## src/rtl/wb_dbg_bridge_if.sv

```systemverilog
// Wishbone B3 classic signal bundle between one bus master and its arbiter slot.
// Latency: none, wires only.
// Backpressure: the slave stalls the master by withholding ack/err/rty.
interface wishbone_b3 #(
    parameter int AW = 32,
    parameter int DW = 32
);
    logic [AW-1:0]   adr;
    logic            cyc;
    logic            stb;
    logic            we;
    logic [DW/8-1:0] sel;
    logic [DW-1:0]   dat_m2s;
    logic [2:0]      cti;
    logic [1:0]      bte;
    logic            ack;
    logic            err;
    logic            rty;
    logic [DW-1:0]   dat_s2m;

    modport master (
        output adr, cyc, stb, we, sel, dat_m2s, cti, bte,
        input  ack, err, rty, dat_s2m
    );

    modport slave (
        input  adr, cyc, stb, we, sel, dat_m2s, cti, bte,
        output ack, err, rty, dat_s2m
    );
endinterface

```

## src/rtl/wb_dbg_bridge.sv

```systemverilog
// Debug-host single-word access to Wishbone classic master, with rty re-issue and error status.
// Latency: request sampled, bus cycle next clock; dbg_ack no earlier than 2 clocks after dbg_stb.
// Backpressure: 4-phase handshake, dbg_ack held until dbg_stb drops; optional bus timeout via WB_DBG_TIMEOUT_EN.
module wb_dbg_bridge #(
    parameter int addr_width = 32,
    parameter int data_width = 32,
    parameter int MAX_RETRY  = 3,
    parameter int TIMEOUT    = 255
) (
    input  logic                  clk,
    input  logic                  rst_n,
    input  logic                  dbg_stb,
    input  logic                  dbg_we,
    input  logic [addr_width-1:0] dbg_adr,
    input  logic [data_width-1:0] dbg_dat_i,
    output logic [data_width-1:0] dbg_dat_o,
    output logic                  dbg_ack,
    output logic                  dbg_err,
    wishbone_b3.master            wb
);
    localparam logic [1:0] S_IDLE    = 2'd0;
    localparam logic [1:0] S_BUS     = 2'd1;
    localparam logic [1:0] S_BACKOFF = 2'd2;
    localparam logic [1:0] S_DONE    = 2'd3;
    localparam int         SELW      = data_width / 8;

    if (MAX_RETRY < 0 || MAX_RETRY > 15 || TIMEOUT < 1) begin : g_param_chk
        $error("wb_dbg_bridge: MAX_RETRY must be 0..15 and TIMEOUT at least 1");
    end

    logic [1:0]            state_q, state_d;
    logic                  cyc_q, cyc_d;
    logic                  we_q, we_d;
    logic [addr_width-1:0] adr_q, adr_d;
    logic [data_width-1:0] wdat_q, wdat_d;
    logic [SELW-1:0]       sel_q, sel_d;
    logic                  ack_q, ack_d;
    logic                  err_q, err_d;
    logic [data_width-1:0] rdat_q, rdat_d;
    logic [3:0]            retry_q, retry_d;
    logic                  fail;

`ifdef WB_DBG_TIMEOUT_EN
    localparam int TMO_W = ($clog2(TIMEOUT + 1) > 8) ? $clog2(TIMEOUT + 1) : 8;
    logic [TMO_W-1:0] tmo_q;
    logic             tmo_hit;

    // Counts silent BUS cycles; abort on the cycle that brings the count to TIMEOUT.
    assign tmo_hit = (tmo_q == TMO_W'(TIMEOUT - 1));

    always_ff @(posedge clk or negedge rst_n) begin
        if (!rst_n) begin
            tmo_q <= '0;
        end else if (state_q != S_BUS) begin
            tmo_q <= '0;
        end else begin
            tmo_q <= tmo_q + 1'b1;
        end
    end
`endif

    always_comb begin
        state_d = state_q;
        cyc_d   = cyc_q;
        we_d    = we_q;
        adr_d   = adr_q;
        wdat_d  = wdat_q;
        sel_d   = sel_q;
        ack_d   = ack_q;
        err_d   = err_q;
        rdat_d  = rdat_q;
        retry_d = retry_q;
        fail    = 1'b0;
        case (state_q)
            S_IDLE: begin
                if (dbg_stb) begin
                    adr_d   = dbg_adr;
                    we_d    = dbg_we;
                    wdat_d  = dbg_dat_i;
                    sel_d   = '1;
                    cyc_d   = 1'b1;
                    retry_d = 4'd0;
                    state_d = S_BUS;
                end
            end
            S_BUS: begin
                if (wb.ack) begin
                    cyc_d   = 1'b0;
                    if (!we_q) begin
                        rdat_d = wb.dat_s2m;
                    end
                    err_d   = 1'b0;
                    ack_d   = 1'b1;
                    state_d = S_DONE;
                end else if (wb.err || (wb.rty && retry_q >= 4'(MAX_RETRY))) begin
                    fail = 1'b1;
                end else if (wb.rty) begin
                    cyc_d   = 1'b0;
                    retry_d = retry_q + 4'd1;
                    state_d = S_BACKOFF;
`ifdef WB_DBG_TIMEOUT_EN
                end else if (tmo_hit) begin
                    fail = 1'b1;
`endif
                end
            end
            S_BACKOFF: begin
                cyc_d   = 1'b1;
                state_d = S_BUS;
            end
            default: begin
                if (!dbg_stb) begin
                    ack_d   = 1'b0;
                    state_d = S_IDLE;
                end
            end
        endcase
        if (fail) begin
            cyc_d   = 1'b0;
            rdat_d  = '0;
            err_d   = 1'b1;
            ack_d   = 1'b1;
            state_d = S_DONE;
        end
    end

    always_ff @(posedge clk or negedge rst_n) begin
        if (!rst_n) begin
            state_q <= S_IDLE;
            cyc_q   <= 1'b0;
            we_q    <= 1'b0;
            adr_q   <= '0;
            wdat_q  <= '0;
            sel_q   <= '0;
            ack_q   <= 1'b0;
            err_q   <= 1'b0;
            rdat_q  <= '0;
            retry_q <= 4'd0;
        end else begin
            state_q <= state_d;
            cyc_q   <= cyc_d;
            we_q    <= we_d;
            adr_q   <= adr_d;
            wdat_q  <= wdat_d;
            sel_q   <= sel_d;
            ack_q   <= ack_d;
            err_q   <= err_d;
            rdat_q  <= rdat_d;
            retry_q <= retry_d;
        end
    end

    assign wb.adr     = adr_q;
    assign wb.cyc     = cyc_q;
    assign wb.stb     = cyc_q;
    assign wb.we      = we_q;
    assign wb.sel     = sel_q;
    assign wb.dat_m2s = wdat_q;
    assign wb.cti     = 3'b000;
    assign wb.bte     = 2'b00;
    assign dbg_ack    = ack_q;
    assign dbg_err    = err_q;
    assign dbg_dat_o  = rdat_q;
endmodule

```

## src/flat_wrapper.sv

```systemverilog
// flat-port wrapper written by rule: the top's interface ports become plain ports
module wb_dbg_bridge_flat 
#(
    parameter int addr_width = 32,
    parameter int data_width = 32,
    parameter int MAX_RETRY  = 3,
    parameter int TIMEOUT    = 255
)
  (clk, rst_n, dbg_stb, dbg_we, dbg_adr, dbg_dat_i, dbg_dat_o, dbg_ack, dbg_err, wb_adr, wb_cyc, wb_stb, wb_we, wb_sel, wb_dat_m2s, wb_cti, wb_bte, wb_ack, wb_err, wb_rty, wb_dat_s2m);
  wishbone_b3 #(.AW(32), .DW(32)) wb_i ();
  input  logic clk;
  input  logic rst_n;
  input  logic dbg_stb;
  input  logic dbg_we;
  input  logic [addr_width-1:0] dbg_adr;
  input  logic [data_width-1:0] dbg_dat_i;
  output logic [data_width-1:0] dbg_dat_o;
  output logic dbg_ack;
  output logic dbg_err;
  output wire logic [$bits(wb_i.adr)-1:0] wb_adr;
  output wire logic [$bits(wb_i.cyc)-1:0] wb_cyc;
  output wire logic [$bits(wb_i.stb)-1:0] wb_stb;
  output wire logic [$bits(wb_i.we)-1:0] wb_we;
  output wire logic [$bits(wb_i.sel)-1:0] wb_sel;
  output wire logic [$bits(wb_i.dat_m2s)-1:0] wb_dat_m2s;
  output wire logic [$bits(wb_i.cti)-1:0] wb_cti;
  output wire logic [$bits(wb_i.bte)-1:0] wb_bte;
  input wire logic [$bits(wb_i.ack)-1:0] wb_ack;
  input wire logic [$bits(wb_i.err)-1:0] wb_err;
  input wire logic [$bits(wb_i.rty)-1:0] wb_rty;
  input wire logic [$bits(wb_i.dat_s2m)-1:0] wb_dat_s2m;
  assign wb_adr = wb_i.adr;
  assign wb_cyc = wb_i.cyc;
  assign wb_stb = wb_i.stb;
  assign wb_we = wb_i.we;
  assign wb_sel = wb_i.sel;
  assign wb_dat_m2s = wb_i.dat_m2s;
  assign wb_cti = wb_i.cti;
  assign wb_bte = wb_i.bte;
  assign wb_i.ack = wb_ack;
  assign wb_i.err = wb_err;
  assign wb_i.rty = wb_rty;
  assign wb_i.dat_s2m = wb_dat_s2m;
  wb_dbg_bridge #(.addr_width(addr_width), .data_width(data_width), .MAX_RETRY(MAX_RETRY), .TIMEOUT(TIMEOUT)) u_core (.clk(clk), .rst_n(rst_n), .dbg_stb(dbg_stb), .dbg_we(dbg_we), .dbg_adr(dbg_adr), .dbg_dat_i(dbg_dat_i), .dbg_dat_o(dbg_dat_o), .dbg_ack(dbg_ack), .dbg_err(dbg_err), .wb(wb_i));
endmodule
```

## config.mk

```make
export PLATFORM = sky130hd
export DESIGN_NAME = wb_dbg_bridge_flat
export DESIGN_NICKNAME = d
export VERILOG_FILES = /design/src/rtl/wb_dbg_bridge_if.sv /design/src/rtl/wb_dbg_bridge.sv /design/src/flat_wrapper.sv
export SDC_FILE = /design/constraint.sdc
export NUM_CORES = 1
export LEC_CHECK = 0
export BUFFER_PORTS_ARGS = -buffer_cell sky130_fd_sc_hd__buf_4
export CAP_MARGIN = 10
export CORE_MARGIN = 2
export CORE_UTILIZATION = 40
export CTS_BUF_LIST = sky130_fd_sc_hd__clkbuf_4 sky130_fd_sc_hd__clkbuf_8
export DETAILED_ROUTE_END_ITERATION = 12
export GPL_TIMING_DRIVEN = 0
export PLACE_DENSITY_LB_ADDON = 0.1
export SYNTH_ARGS = -nofsm -noshare
export SYNTH_HDL_FRONTEND = slang
export SYNTH_SLANG_ARGS = --single-unit
```

## constraint.sdc

```tcl
create_clock -name clk -period 3.5 [get_ports clk]
set_input_delay 0.525 -clock clk [delete_from_list [all_inputs] [get_ports clk]]
set_output_delay 0.525 -clock clk [all_outputs]
set_load 0.02 [all_outputs]
```

==> results by group <==
GRT
  – Initial antenna violation count: 0
  – Total gr overflow: 0
  – Largest net degree at the start of global routing: 67
  – GR Util All Layers: 17.6%
  – First-pass GRT wire length: 15.9 mm
  – Vias in the first global route: ~3,300

Route
  – First-iteration detailed-routing DRC count: ~160
  – Total wire length: about 10 mm
  – DR pass1 iterations: 6
  – Avg WL per Cell: 15.2 um
  – Routed vias: approximately 3,100
  – Via-to-Cell Ratio: 4.76
  – Antenna Violating Nets Remaining: 0
  – # DRC: 0

Timing
  – Final setup fails: 0
  – RSZ-0062 raised after global routing: false
  – Max Fclk: 491 MHz
  – Final Max Slew Viols: 0
  – Tmin final: 2040 ps
  – Hold Vio Cnt, Final: 0
  – Relative slew margins: between 60% and 70%
  – Final Cycle Share: 58.2%
  – Clock skew: 11.7 ps
  – Actual slew at the worst max-slew pin: 567 ps
  – Final setup TNS: 0 ps

Clocking
  – Setup Fix Bufs, Post-CTS: 0
  – Num CTS Buffers: 9
  – Post-CTS Resized: 0
  – Clock Latency Late Sink: 370 ps
  – Cts hold-fix bufs: 0
  – TritonCTS clock tree: done
  – Clock transition at path regs: 90 ps
  – CTS sink count: 107
  – Deepest clock path buffer count: 2
  – Clock root cell: clkbuf_8
  – # H-tree levels: 3

Power and ir drop
  – Worst VDD drop: 460 uV
  – Internal power: 0.00369 W
  – Pwr Total: 0.00591 W
  – Clk pwr share: 14.4%
  – Comb power frac: 49.6%
  – Sw frac: 37.6%
  – Power density over the cells: 941 nW/um^2
  – Sequential share of power: 36.0%
  – Net switching power: around 0.0022 W
  – Lkg Pwr: 3.15 nW

Synth
  – Netlist cell types: 35
  – Avg Cell Area, Syn: 14.6 sq um
  – Number of enable flip-flop cells after synthesis: 0
  – Seq/Total Area, Yosys: 62.5%
  – Primary FF master, synth: dfrtp_1
  – Syn Inst Count: 293
  – Post-synth ARST share: 100%
  – Yosys warning count: 0
  – FF+latch count, synth: 107
  – Synthesized area: 4290 sq um

Die
  – Placeable core region: 10,400 sq um
  – Initial core utilization: 41.3%
  – IO Pins: 213
  – Die Wd: 108 um
  – Row cnt: 37
  – Die area: 11,600 sq um
  – Die height: 108 um

Worst setup path
  – Worst reg2reg endpoint: u_core.wb.dat_m2s[14]
  – Setup CP Type: flip-flop to flip-flop
  – Req. time, crit path: around 3800 ps
  – Crit Path Max Fanout: 10
  – R2R Setup Slk: 1460 ps
  – Worst EP arrival: approximately 2300 ps
  – Startpoint Class: flip-flop
  – Crit. End Element: flip-flop
  – Reg2reg path depth: 6
  – R2r startpoint: u_core.state_q[0]

Finish
  – Layout area overhead: 46.6%
  – Commonest cells after routing, fill and taps aside: buf_4, dfrtp_1, mux2_2
  – Share of cells above drive strength 1: 60.5%
  – Fin nets: between 600 and 700
  – Number of diodes: 0
  – Post-route cell area: 6280 sq um
  – Commonest non-fill, non-tap cell in the layout: buf_4
  – Post-Route Utilization: about three fifths

Outcome
  – Status: finished, final reports clean

Place
  – Post-DP HPWL: between 7 and 8 mm
  – DP Area: a little over 6000 sq um
  – IO Port Bufs: 207
  – Gpl congestion: 0.766

Flow run
  – # Max-Cap Violations: 0

Hold path
  – Worst Hold Class: input pin to async pin
-- area by class of cell --
class	count	area (sq um)
Clock inverter	5	85.1
Sequential cell	107	2680
Fill cell	857	4090
Inverter	7	26.3
Buffer	24	159
Tap cell	136	170
Multi-Input combinational cell	159	1440
Clock buffer	11	145
Timing Repair Buffer	208	1580
-- sequential cells by signal, indices dropped and copies added, names as in the netlist --
| signal | flops |
|---|---|
| u_core.wb.sel | 1 |
| u_core.state_q | 2 |
| u_core.wb.cyc | 1 |
| u_core.wb.adr | 32 |
| u_core.retry_q | 4 |
| u_core.dbg_dat_o | 32 |
| u_core.wb.we | 1 |
| u_core.wb.dat_m2s | 32 |
| u_core.dbg_ack | 1 |
| u_core.dbg_err | 1 |
-- cells by family after synthesis --
kind of cell               Yosys count  share of synthesized area, %
DFF                                107                          62.5
muxes                               66                          17.3
AOI/OAI and AO/OA                   50                          9.75
and+or+nand+nor                     32                          4.29
buffers and inverters               31                          4.32
adders and majority gates            6                          1.75
other                                1                        0.0875
-- critical path, stage by stage (launching register included) --
cell     delay, ps
dfrtp_1        420
inv_1          100
ha_1           290
nand2_1        210
buf_2          270
buf_2          280
mux2_2         370
-- metal layers --
| layer | track usage [%] | wire length, um |
|---|---|---|
| met2 | 27.6 | 4650 |
| met3 | 5.69 | 922 |
| met4 | 7.88 | 223 |
| met1 | 22.4 | 4210 |
| met5 | 0 | 0 |
-- power groups by stage --
| stage | clock network, W | logic, W | registers [W] |
|---|---|---|---|
| floorplan | 0 | 0.00101 | 0.00282 |
| global placement | 0 | 0.00293 | 0.00212 |
| detailed placement | 0 | 0.00296 | 0.00215 |
| CTS | 0.000883 | 0.00297 | 0.00213 |
| global route | 0.000933 | 0.00314 | 0.00221 |
| finish | 0.000850 | 0.00293 | 0.00213 |
-- cells in the mapped netlist, drive strengths merged (2+ instances only) --
cell type	count	area [sq um]
nor3	3	20.0
inv	7	26.3
a21oi	3	15.0
clkbuf	2	7.51
o211ai	3	22.5
buf	22	151
nor2	4	15.0
dfrtp	107	2680
mux2	65	732
o21a	2	15.0
nand2b	3	18.8
o21ai	4	31.3
and2b	2	15.0
nand3	3	15.0
nand2	10	37.5
a31oi	2	12.5
ha	6	75.1
a22o	32	280
-- how the worst max path moves through the flow --
stage,startpoint,endpoint,slack [ps],cells past startpoint
after global routing,u_core.state_q[0],u_core.wb.dat_m2s[8],1320,6
after global placement,u_core.state_q[0],u_core.wb.dat_m2s[8],1460,6
final,u_core.state_q[0],u_core.wb.dat_m2s[14],1460,6
after detailed placement,u_core.state_q[0],u_core.wb.dat_m2s[14],1460,6
after CTS,u_core.state_q[0],u_core.wb.dat_m2s[14],1430,6
after floorplan,u_core.state_q[0],u_core.wb.dat_m2s[10],1790,6
-- through the flow --
step	setup slack, ps	hold slack, ps	instances
floorplan	1790	229	297
global placement	1460	484	640
detailed placement	1460	484	641
CTS	1430	147	657
global route	1320	161	657
finish	1460	140	657
(Power assumes the default switching activity.)
